$ cat src/rtl/data_mem_arbiter.sv
// ============================================================================
//  data_mem_arbiter
//  Two-port data-memory arbiter: single-cycle stores, one outstanding load.
//  Revision: 1.0
// ============================================================================
`default_nettype none

module data_mem_arbiter #(
   parameter int FIXED_PRIO = 0,
   parameter int TIMEOUT    = 4
) (
   input  logic        clk,
   input  logic        rst,
   input  logic        p0_req,
   input  logic        p1_req,
   input  logic [7:0]  p0_addr,
   input  logic [7:0]  p1_addr,
   input  logic [31:0] p0_wdata,
   input  logic [31:0] p1_wdata,
   input  logic [3:0]  p0_mask,
   input  logic [3:0]  p1_mask,
   input  logic        p0_we,
   input  logic        p1_we,
   output logic        p0_gnt,
   output logic        p1_gnt,
   output logic        p0_rvalid,
   output logic        p1_rvalid,
   output logic [31:0] p0_rdata,
   output logic [31:0] p1_rdata,
   output logic        err,
   output logic        mem_request,
   output logic        mem_we_re,
   output logic        mem_load,
   output logic [7:0]  mem_address,
   output logic [31:0] mem_w_data,
   output logic [3:0]  mem_masking,
   input  logic        mem_valid,
   input  logic [31:0] mem_r_data
);

   // Last counter value before the load is declared timed out
   localparam logic [3:0] c_cnt_last = 4'(TIMEOUT - 1);

   typedef enum logic [0:0] {
      IDLE    = 1'b0,
      WAIT_RD = 1'b1
   } state_t;

   state_t      r_state;
   logic        r_last_grant;
   logic        r_owner;
   logic [3:0]  r_cnt;

   logic        w_win;
   logic        w_idle_req;
   logic        w_we;
   logic        w_wait;
   logic        w_hit;
   logic        w_tmo;
   logic        w_fin;

   always_comb begin
      w_win = 1'b0;
      if (p0_req && p1_req)
         w_win = (FIXED_PRIO != 0) ? 1'b0 : ~r_last_grant;
      else
         w_win = p1_req;

      // Outputs are gated by rst so everything reads 0 while reset is held
      w_idle_req = rst && (r_state == IDLE) && (p0_req || p1_req);
      w_we       = w_win ? p1_we : p0_we;

      p0_gnt      = w_idle_req && !w_win;
      p1_gnt      = w_idle_req && w_win;
      mem_request = w_idle_req;
      mem_we_re   = w_idle_req && w_we;
      mem_load    = w_idle_req && !w_we;
      mem_address = w_idle_req ? (w_win ? p1_addr  : p0_addr)  : 8'h00;
      mem_w_data  = w_idle_req ? (w_win ? p1_wdata : p0_wdata) : 32'h0;
      mem_masking = w_idle_req ? (w_win ? p1_mask  : p0_mask)  : 4'h0;

      w_wait = rst && (r_state == WAIT_RD);
      w_hit  = w_wait && mem_valid;
      w_tmo  = w_wait && !mem_valid && (r_cnt == c_cnt_last);
      w_fin  = w_hit || w_tmo;

      p0_rvalid = w_fin && !r_owner;
      p1_rvalid = w_fin && r_owner;
      p0_rdata  = (w_hit && !r_owner) ? mem_r_data : 32'h0;
      p1_rdata  = (w_hit && r_owner)  ? mem_r_data : 32'h0;
      err       = w_tmo;
   end

   always_ff @(posedge clk or negedge rst) begin
      if (!rst) begin
         r_state      <= IDLE;
         r_last_grant <= 1'b1;
         r_owner      <= 1'b0;
         r_cnt        <= 4'h0;
      end else begin
         case (r_state)
            IDLE: begin
               if (w_idle_req) begin
                  r_last_grant <= w_win;
                  if (!w_we) begin
                     r_owner <= w_win;
                     r_cnt   <= 4'h0;
                     r_state <= WAIT_RD;
                  end
               end
            end
            WAIT_RD: begin
               if (w_fin)
                  r_state <= IDLE;
               else
                  r_cnt <= r_cnt + 4'd1;
            end
            default: r_state <= IDLE;
         endcase
      end
   end

endmodule

`default_nettype wire

$ cat config.mk
export PLATFORM = sky130hd
export DESIGN_NAME = data_mem_arbiter
export DESIGN_NICKNAME = d
export VERILOG_FILES = /design/src/rtl/data_mem_arbiter.sv
export SDC_FILE = /design/constraint.sdc
export NUM_CORES = 1
export LEC_CHECK = 0
export BUFFER_PORTS_ARGS = -buffer_cell sky130_fd_sc_hd__buf_2
export CAP_MARGIN = 20
export CORE_AREA = 10 10 86 88
export CTS_BUF_LIST = sky130_fd_sc_hd__clkbuf_16
export CTS_CLUSTER_DIAMETER = 60
export DETAILED_ROUTE_END_ITERATION = 12
export DIE_AREA = 0 0 96 98
export GPL_ROUTABILITY_DRIVEN = 0
export PLACE_DENSITY = 0.72
export SLEW_MARGIN = 20
export SYNTH_ARGS = -nofsm -noshare
export SYNTH_HDL_FRONTEND = slang
export SYNTH_SLANG_ARGS = --single-unit
$ cat constraint.sdc
create_clock -name clk -period 2 [get_ports clk]
set_clock_uncertainty 0.15 [all_clocks]
set_input_delay 0.1 -clock clk [delete_from_list [all_inputs] [get_ports clk]]
set_output_delay 0.1 -clock clk [all_outputs]
set_load 0.02 [all_outputs]
==> results.yml, run 1 <==
yosys:
  ys.warnings.count: 0
  ys_ff_latch: 7
  synth_area_um2: 1340
  synth.net_count: 303
  syn_inst: 175
  synth_seq_area_share_pct: 13.17
  netlist-cell-type-count: 32
  postSynthAreaPerCell_um2: 7.657
timing:
  holdWs_ps: 146.5
  fmax_ghz: 0.5173
  setup-tns-final_ps: 0
  report.final.slew_viol_count: 0
  layout_min_cycle_time_ps: 1933
  rsz0062_at_grt: "true"
  finalHoldViolCount: 0
  slew_headroom_pct: 73.16
  finalCritPeriodShare_pct: 96.66
  worst_slew_pin_slew_ps: 398.4
  setup_violations: 0
power:
  power.total_mw: 1.770
  p_sw_share_pct: 46.09
  p_int_mw: 0.9539
  pwr-share-comb_pct: 65.9
  ir_drop_v: 0.0007573
  power.density_nw_per_um2: 647.3
  power.switching_mw: 0.8156
  p_seq_share_pct: 14.9
  clock_power_share_pct: 19.2
  p_leak_nw: 1.768
routing:
  drt-wirelength-per-cell_um: 20.67
  drt.antenna.violating_nets: 0
  routed_via_density: 4.632
  drt_iter0_drc: 77
  wirelength_um: 10210
  vias: 2288
  drc: 0
  firstDrtPassIters: 4
global_route:
  grt_pass1_vias: 2188
  antenna_found_initial: 8
  grt_pass1_wl_um: 14030
  grt_max_degree: 46
  track_usage_pct: 19.49
  grt_overflow: 0
clock_network:
  clk_pin_slew_ps: 40
  cts-root-buf: "clkbuf_16"
  cts.sinks: 7
  clockBufferDepth: 2
  cts_tree: "done"
  insertion_delay_ps: 230
  numCtsBuffers: 3
  htree_levels: 1
placement:
  io_buffers: 242
  dpl-instance-area_um2: 2592
  hpwlAfterDp_um: 8943
setup_path:
  r2r_end: "r_cnt[0]"
  start_kind: "flop"
  rrSetupSlack_ps: 420
  crit_path_end_kind: "output port"
  crit_type: "reg -> out"
  r2r_cells: 5
  worstPathMaxFanout: 23
  cp.required_ps: 1750
  rr_startpoint: "r_cnt[0]"
  cp.arrival_ps: 1680
flow_run:
  maxCapViolations: 0
layout:
  design_area_um2: 2734
  fin_util_pct: 47.58
  final_cell_mix: "241 x buf_2, 65 x and2_1, 44 x a22o_1"
  final_common_cell: "buf_2"
  nets: 541
  drive_gt1_share_pct: 62.62
  syn2layout_area_growth_pct: 104.0
die:
  dieHeight_um: 98
  start_util_pct: 23.32
  rows: 28
  dieArea_um2: 9408
  dieWidth_um: 96
  ios: 243
  core_region_area_um2: 5746
run_status:
  outcome: "finished, final reports clean"
min_path:
  hp-class: "in -> async"
-- how the worst max path moves through the flow --
stage | cells after the start | end | startpoint | slack (ps)
floorplan | 5 | mem_address[4] | r_last_grant | 440
global placement | 5 | mem_masking[0] | r_last_grant | 320
detailed placement | 5 | mem_masking[0] | r_last_grant | 280
CTS | 5 | mem_masking[0] | r_last_grant | 20
global route | 5 | mem_masking[0] | r_last_grant | -5
finish | 5 | mem_masking[0] | r_last_grant | 70
-- timing repair --
item / in CTS / in global routing
gates resized for setup: 0 / 4
hold buffers: 1 / 0
setup endpoints to repair: 0 / 32
buffers inserted: 0 / 0
endpoints found under the hold margin: 7 / 0
-- area by class of cell --
cell class / instances / area [um^2]
Tap cell: 75 / 93.84
Multi-Input combinational cell: 147 / 1030
Antenna cell: 7 / 17.52
Clock inverter: 1 / 3.754
Inverter: 4 / 15.01
Sequential cell: 7 / 176.4
Fill cell: 596 / 3012
Timing Repair Buffer: 250 / 1323
Clock buffer: 3 / 75.07
-- cells in the mapped netlist (all sizes together) --
| cell | n | area (um^2) |
|---|---|---|
| a21bo | 1 | 10.01 |
| dfstp | 1 | 26.28 |
| nor2 | 6 | 22.52 |
| a22o | 44 | 385.4 |
| a211oi | 1 | 7.510 |
| and2 | 66 | 412.9 |
| nor4 | 1 | 6.260 |
| a21oi | 1 | 5.000 |
| nor3b | 1 | 12.51 |
| nand3 | 2 | 10.01 |
| nor3 | 2 | 10.01 |
| inv | 4 | 15.01 |
| a21o | 1 | 7.510 |
| a21boi | 2 | 15.02 |
| mux2i | 2 | 20.02 |
| nand2 | 4 | 15.01 |
| buf | 14 | 111.4 |
| ha | 1 | 12.51 |
| o22ai | 1 | 6.260 |
| nand4 | 1 | 6.260 |
| dfrtp | 6 | 150.1 |
| and3 | 1 | 6.260 |
| nor2b | 1 | 6.260 |
| xor2 | 1 | 8.760 |
| clkbuf | 3 | 11.26 |
| o21ai | 3 | 15.01 |
| nand2b | 4 | 25.02 |
-- through the flow --
step,worst slack (ps),instances
final,66.80,494
after floorplan,443.3,175
after global placement,323.7,481
after global routing,-4.651,493
after CTS,15.50,486
after detailed placement,279.1,481
-- state kept, by name (all words and copies together) (netlist names) --
register      cells
r_state           1
r_last_grant      1
r_cnt             4
r_owner           1
-- metal layers --
layer | track usage, % | wire [um] | share of wire, % | vias to the layer above
li1 | - | - | - | 1101
met1 | 18.68 | 3325 | 33 | 1027
met2 | 34.90 | 5393 | 53 | 134
met3 | 6.738 | 1137 | 11 | 24
met4 | 10.67 | 340 | 3.3 | 2
met5 | 0 | 12 | 0.12 | -
-- worst max-delay path, cell delays in order (launching register included) --
cell      delay [ps]
dfstp_2          530
a21boi_1          90
and2_2           260
buf_12           180
a22o_1           210
clkbuf_4         180
-- logic make-up after synthesis --
family                   count (synthesis)  share of synthesized area, %
buffers and inverters                   21                         10.27
XOR/XNOR                                 1                        0.6537
AO/OA/AOI/OAI                           54                         33.71
flip-flops                               7                         13.17
AND/OR/NAND/NOR                         89                         39.78
adder cells (fa/ha/maj)                  1                        0.9336
multiplexers                             2                         1.494
-- power by group through the flow --
stage / combinational [mW] / clock (mW) / sequential [mW]
after floorplan: 0.734 / 0 / 0.251
after global placement: 1.14 / 0 / 0.261
after detailed placement: 1.15 / 0 / 0.264
after CTS: 1.15 / 0.350 / 0.263
after global routing: 1.26 / 0.363 / 0.278
final: 1.17 / 0.339 / 0.264
(Power assumes the default switching activity.)
==> run 2: changes to the inputs <==
--- a/config.mk
+++ b/config.mk
@@ -14,6 +14,7 @@
 export DIE_AREA = 0 0 96 98
 export GPL_ROUTABILITY_DRIVEN = 0
 export PLACE_DENSITY = 0.72
+export RECOVER_POWER = 50
 export SLEW_MARGIN = 20
 export SYNTH_ARGS = -nofsm -noshare
 export SYNTH_HDL_FRONTEND = slang
==> run 2 against run 1 <==
Compared with the run above: global-route usage unchanged; combinational power about the same; setup slack improved by 0.56 ps; fmax about the same; count of clock-buffer cells in the layout unchanged; clock power about the same; sequential cell count unchanged; hold slack improved by 34 ps.
==> results.yml, run 2 (synthesized netlist as in run 1, its figures left out) <==
run_status:
  outcome: "finished, final reports clean"
clock_network:
  htree_levels: 1
  insertion_delay_ps: 230
  clk_pin_slew_ps: 40
  clockBufferDepth: 2
  cts-root-buf: "clkbuf_16"
  cts_setup_buffers: 0
  cts.sinks: 7
  cts_tree: "done"
  numCtsBuffers: 3
setup_path:
  start_kind: "flop"
  r2r_end: "r_cnt[0]"
  crit_type: "reg -> out"
  r2r_cells: 5
  rrSetupSlack_ps: 430
  crit_path_end_kind: "output port"
  worstPathMaxFanout: 23
  cp.required_ps: 1750
  rr_startpoint: "r_cnt[0]"
  critPathLaunch: "r_last_grant"
  cp.arrival_ps: 1680
  endpoint: "mem_masking[0]"
power:
  power.density_nw_per_um2: 647.1
  power.switching_mw: 0.8148
  p_leak_nw: 1.765
  p_int_mw: 0.9535
  p_sw_share_pct: 46.08
  clock_power_share_pct: 19.2
  pwr-share-comb_pct: 65.9
  ir_drop_v: 0.0007573
  p_seq_share_pct: 14.9
layout:
  multi_input_area_um2: 1030
  syn2layout_area_growth_pct: 103.9
  final_cell_mix: "240 x buf_2, 65 x and2_1, 44 x a22o_1"
  largest_reg_flops: 4
  fin_util_pct: 47.56
  design_area_um2: 2733
  nFillCells: 596
  nets: 541
  largest-register: "r_cnt"
  final_common_cell: "buf_2"
  layout.area.seq_um2: 176.4
  drive_gt1_share_pct: 62.38
die:
  rows: 28
  dieWidth_um: 96
  dieArea_um2: 9408
  dieHeight_um: 98
  ios: 243
  core_region_area_um2: 5746
  start_util_pct: 23.32
timing:
  setup-tns-final_ps: 0
  report.final.slew_viol_count: 0
  rsz0062_at_grt: "true"
  fmax_ghz: 0.5174
  layout_min_cycle_time_ps: 1933
  finalCritPeriodShare_pct: 96.63
  holdWs_ps: 180.2
  setup_violations: 0
  worst_slew_pin_slew_ps: 398.4
  slew_headroom_pct: 73.16
  finalHoldViolCount: 0
  timing.final.ws_setup_ps: 67.36
placement:
  hpwlAfterDp_um: 8943
  place_ws_ps: 279.1
  dpl-instance-area_um2: 2592
  io_buffers: 242
global_route:
  grt_overflow: 0
  antenna_found_initial: 8
  grt_pass1_vias: 2188
  track_usage_pct: 19.49
  grt_max_degree: 46
  grt_pass1_wl_um: 14030
routing:
  wirelength_um: 10210
  drc: 0
  firstDrtPassIters: 4
  drt_iter0_drc: 81
  vias: 2283
  drt.antenna.violating_nets: 0
  drt-wirelength-per-cell_um: 20.67
  routed_via_density: 4.621
flow_run:
  maxCapViolations: 0
min_path:
  holdPathStages: 5
  hp-class: "in -> reg"
run 2: metrics by stage:
stage | cells | total power [mW]
floorplan | 175 | 0.9856
global placement | 481 | 1.397
detailed placement | 481 | 1.414
CTS | 486 | 1.766
global route | 493 | 1.905
finish | 494 | 1.768
run 2: worst min-delay path by stage:
stage / slack (ps) / end / startpoint
final: 180 / r_owner / p1_we
after detailed placement: -220 / r_owner / rst
after global routing: 200 / r_owner / p1_we
after CTS: 140 / r_owner / rst
after floorplan: -350 / r_cnt[0] / rst
after global placement: -220 / r_owner / rst
run 2: what timing repair did:
action                                  4_1_cts  5_1_grt
endpoints found under the setup margin        0       32
hold buffers                                  1        0
hold endpoints to repair                      7        0
gates resized for setup                       0        4
run 2: routing by layer:
metal | wire, um | track usage (%)
met1 | 3325 | 18.68
met2 | 5378 | 34.90
met3 | 1153 | 6.738
met4 | 340 | 10.67
met5 | 12 | 0
run 2: layout make-up:
cell class / count / area share [%]
diodes: 7 / 0.6410
clock buffers: 3 / 2.747
clock inverters: 1 / 0.1374
inverters: 4 / 0.5495
multi-input cells: 147 / 37.68
flip-flops and latches: 7 / 6.456
well taps: 75 / 3.434
repair buffers: 250 / 48.35
run 2: power by group through the flow:
stage                     clock [mW]  sequential [mW]  combinational (mW)
after floorplan                    0            0.251               0.734
after global placement             0            0.261                1.14
after detailed placement           0            0.264                1.15
after CTS                      0.350            0.263                1.15
after global routing           0.363            0.278                1.26
final                          0.339            0.264                1.17
run 2: worst max-delay path, stage by stage, from the launching register on:
cell and delay (ps):
dfstp_2 530, a21boi_1 90, and2_2 260, buf_12 180, a22o_1 210, clkbuf_4 180
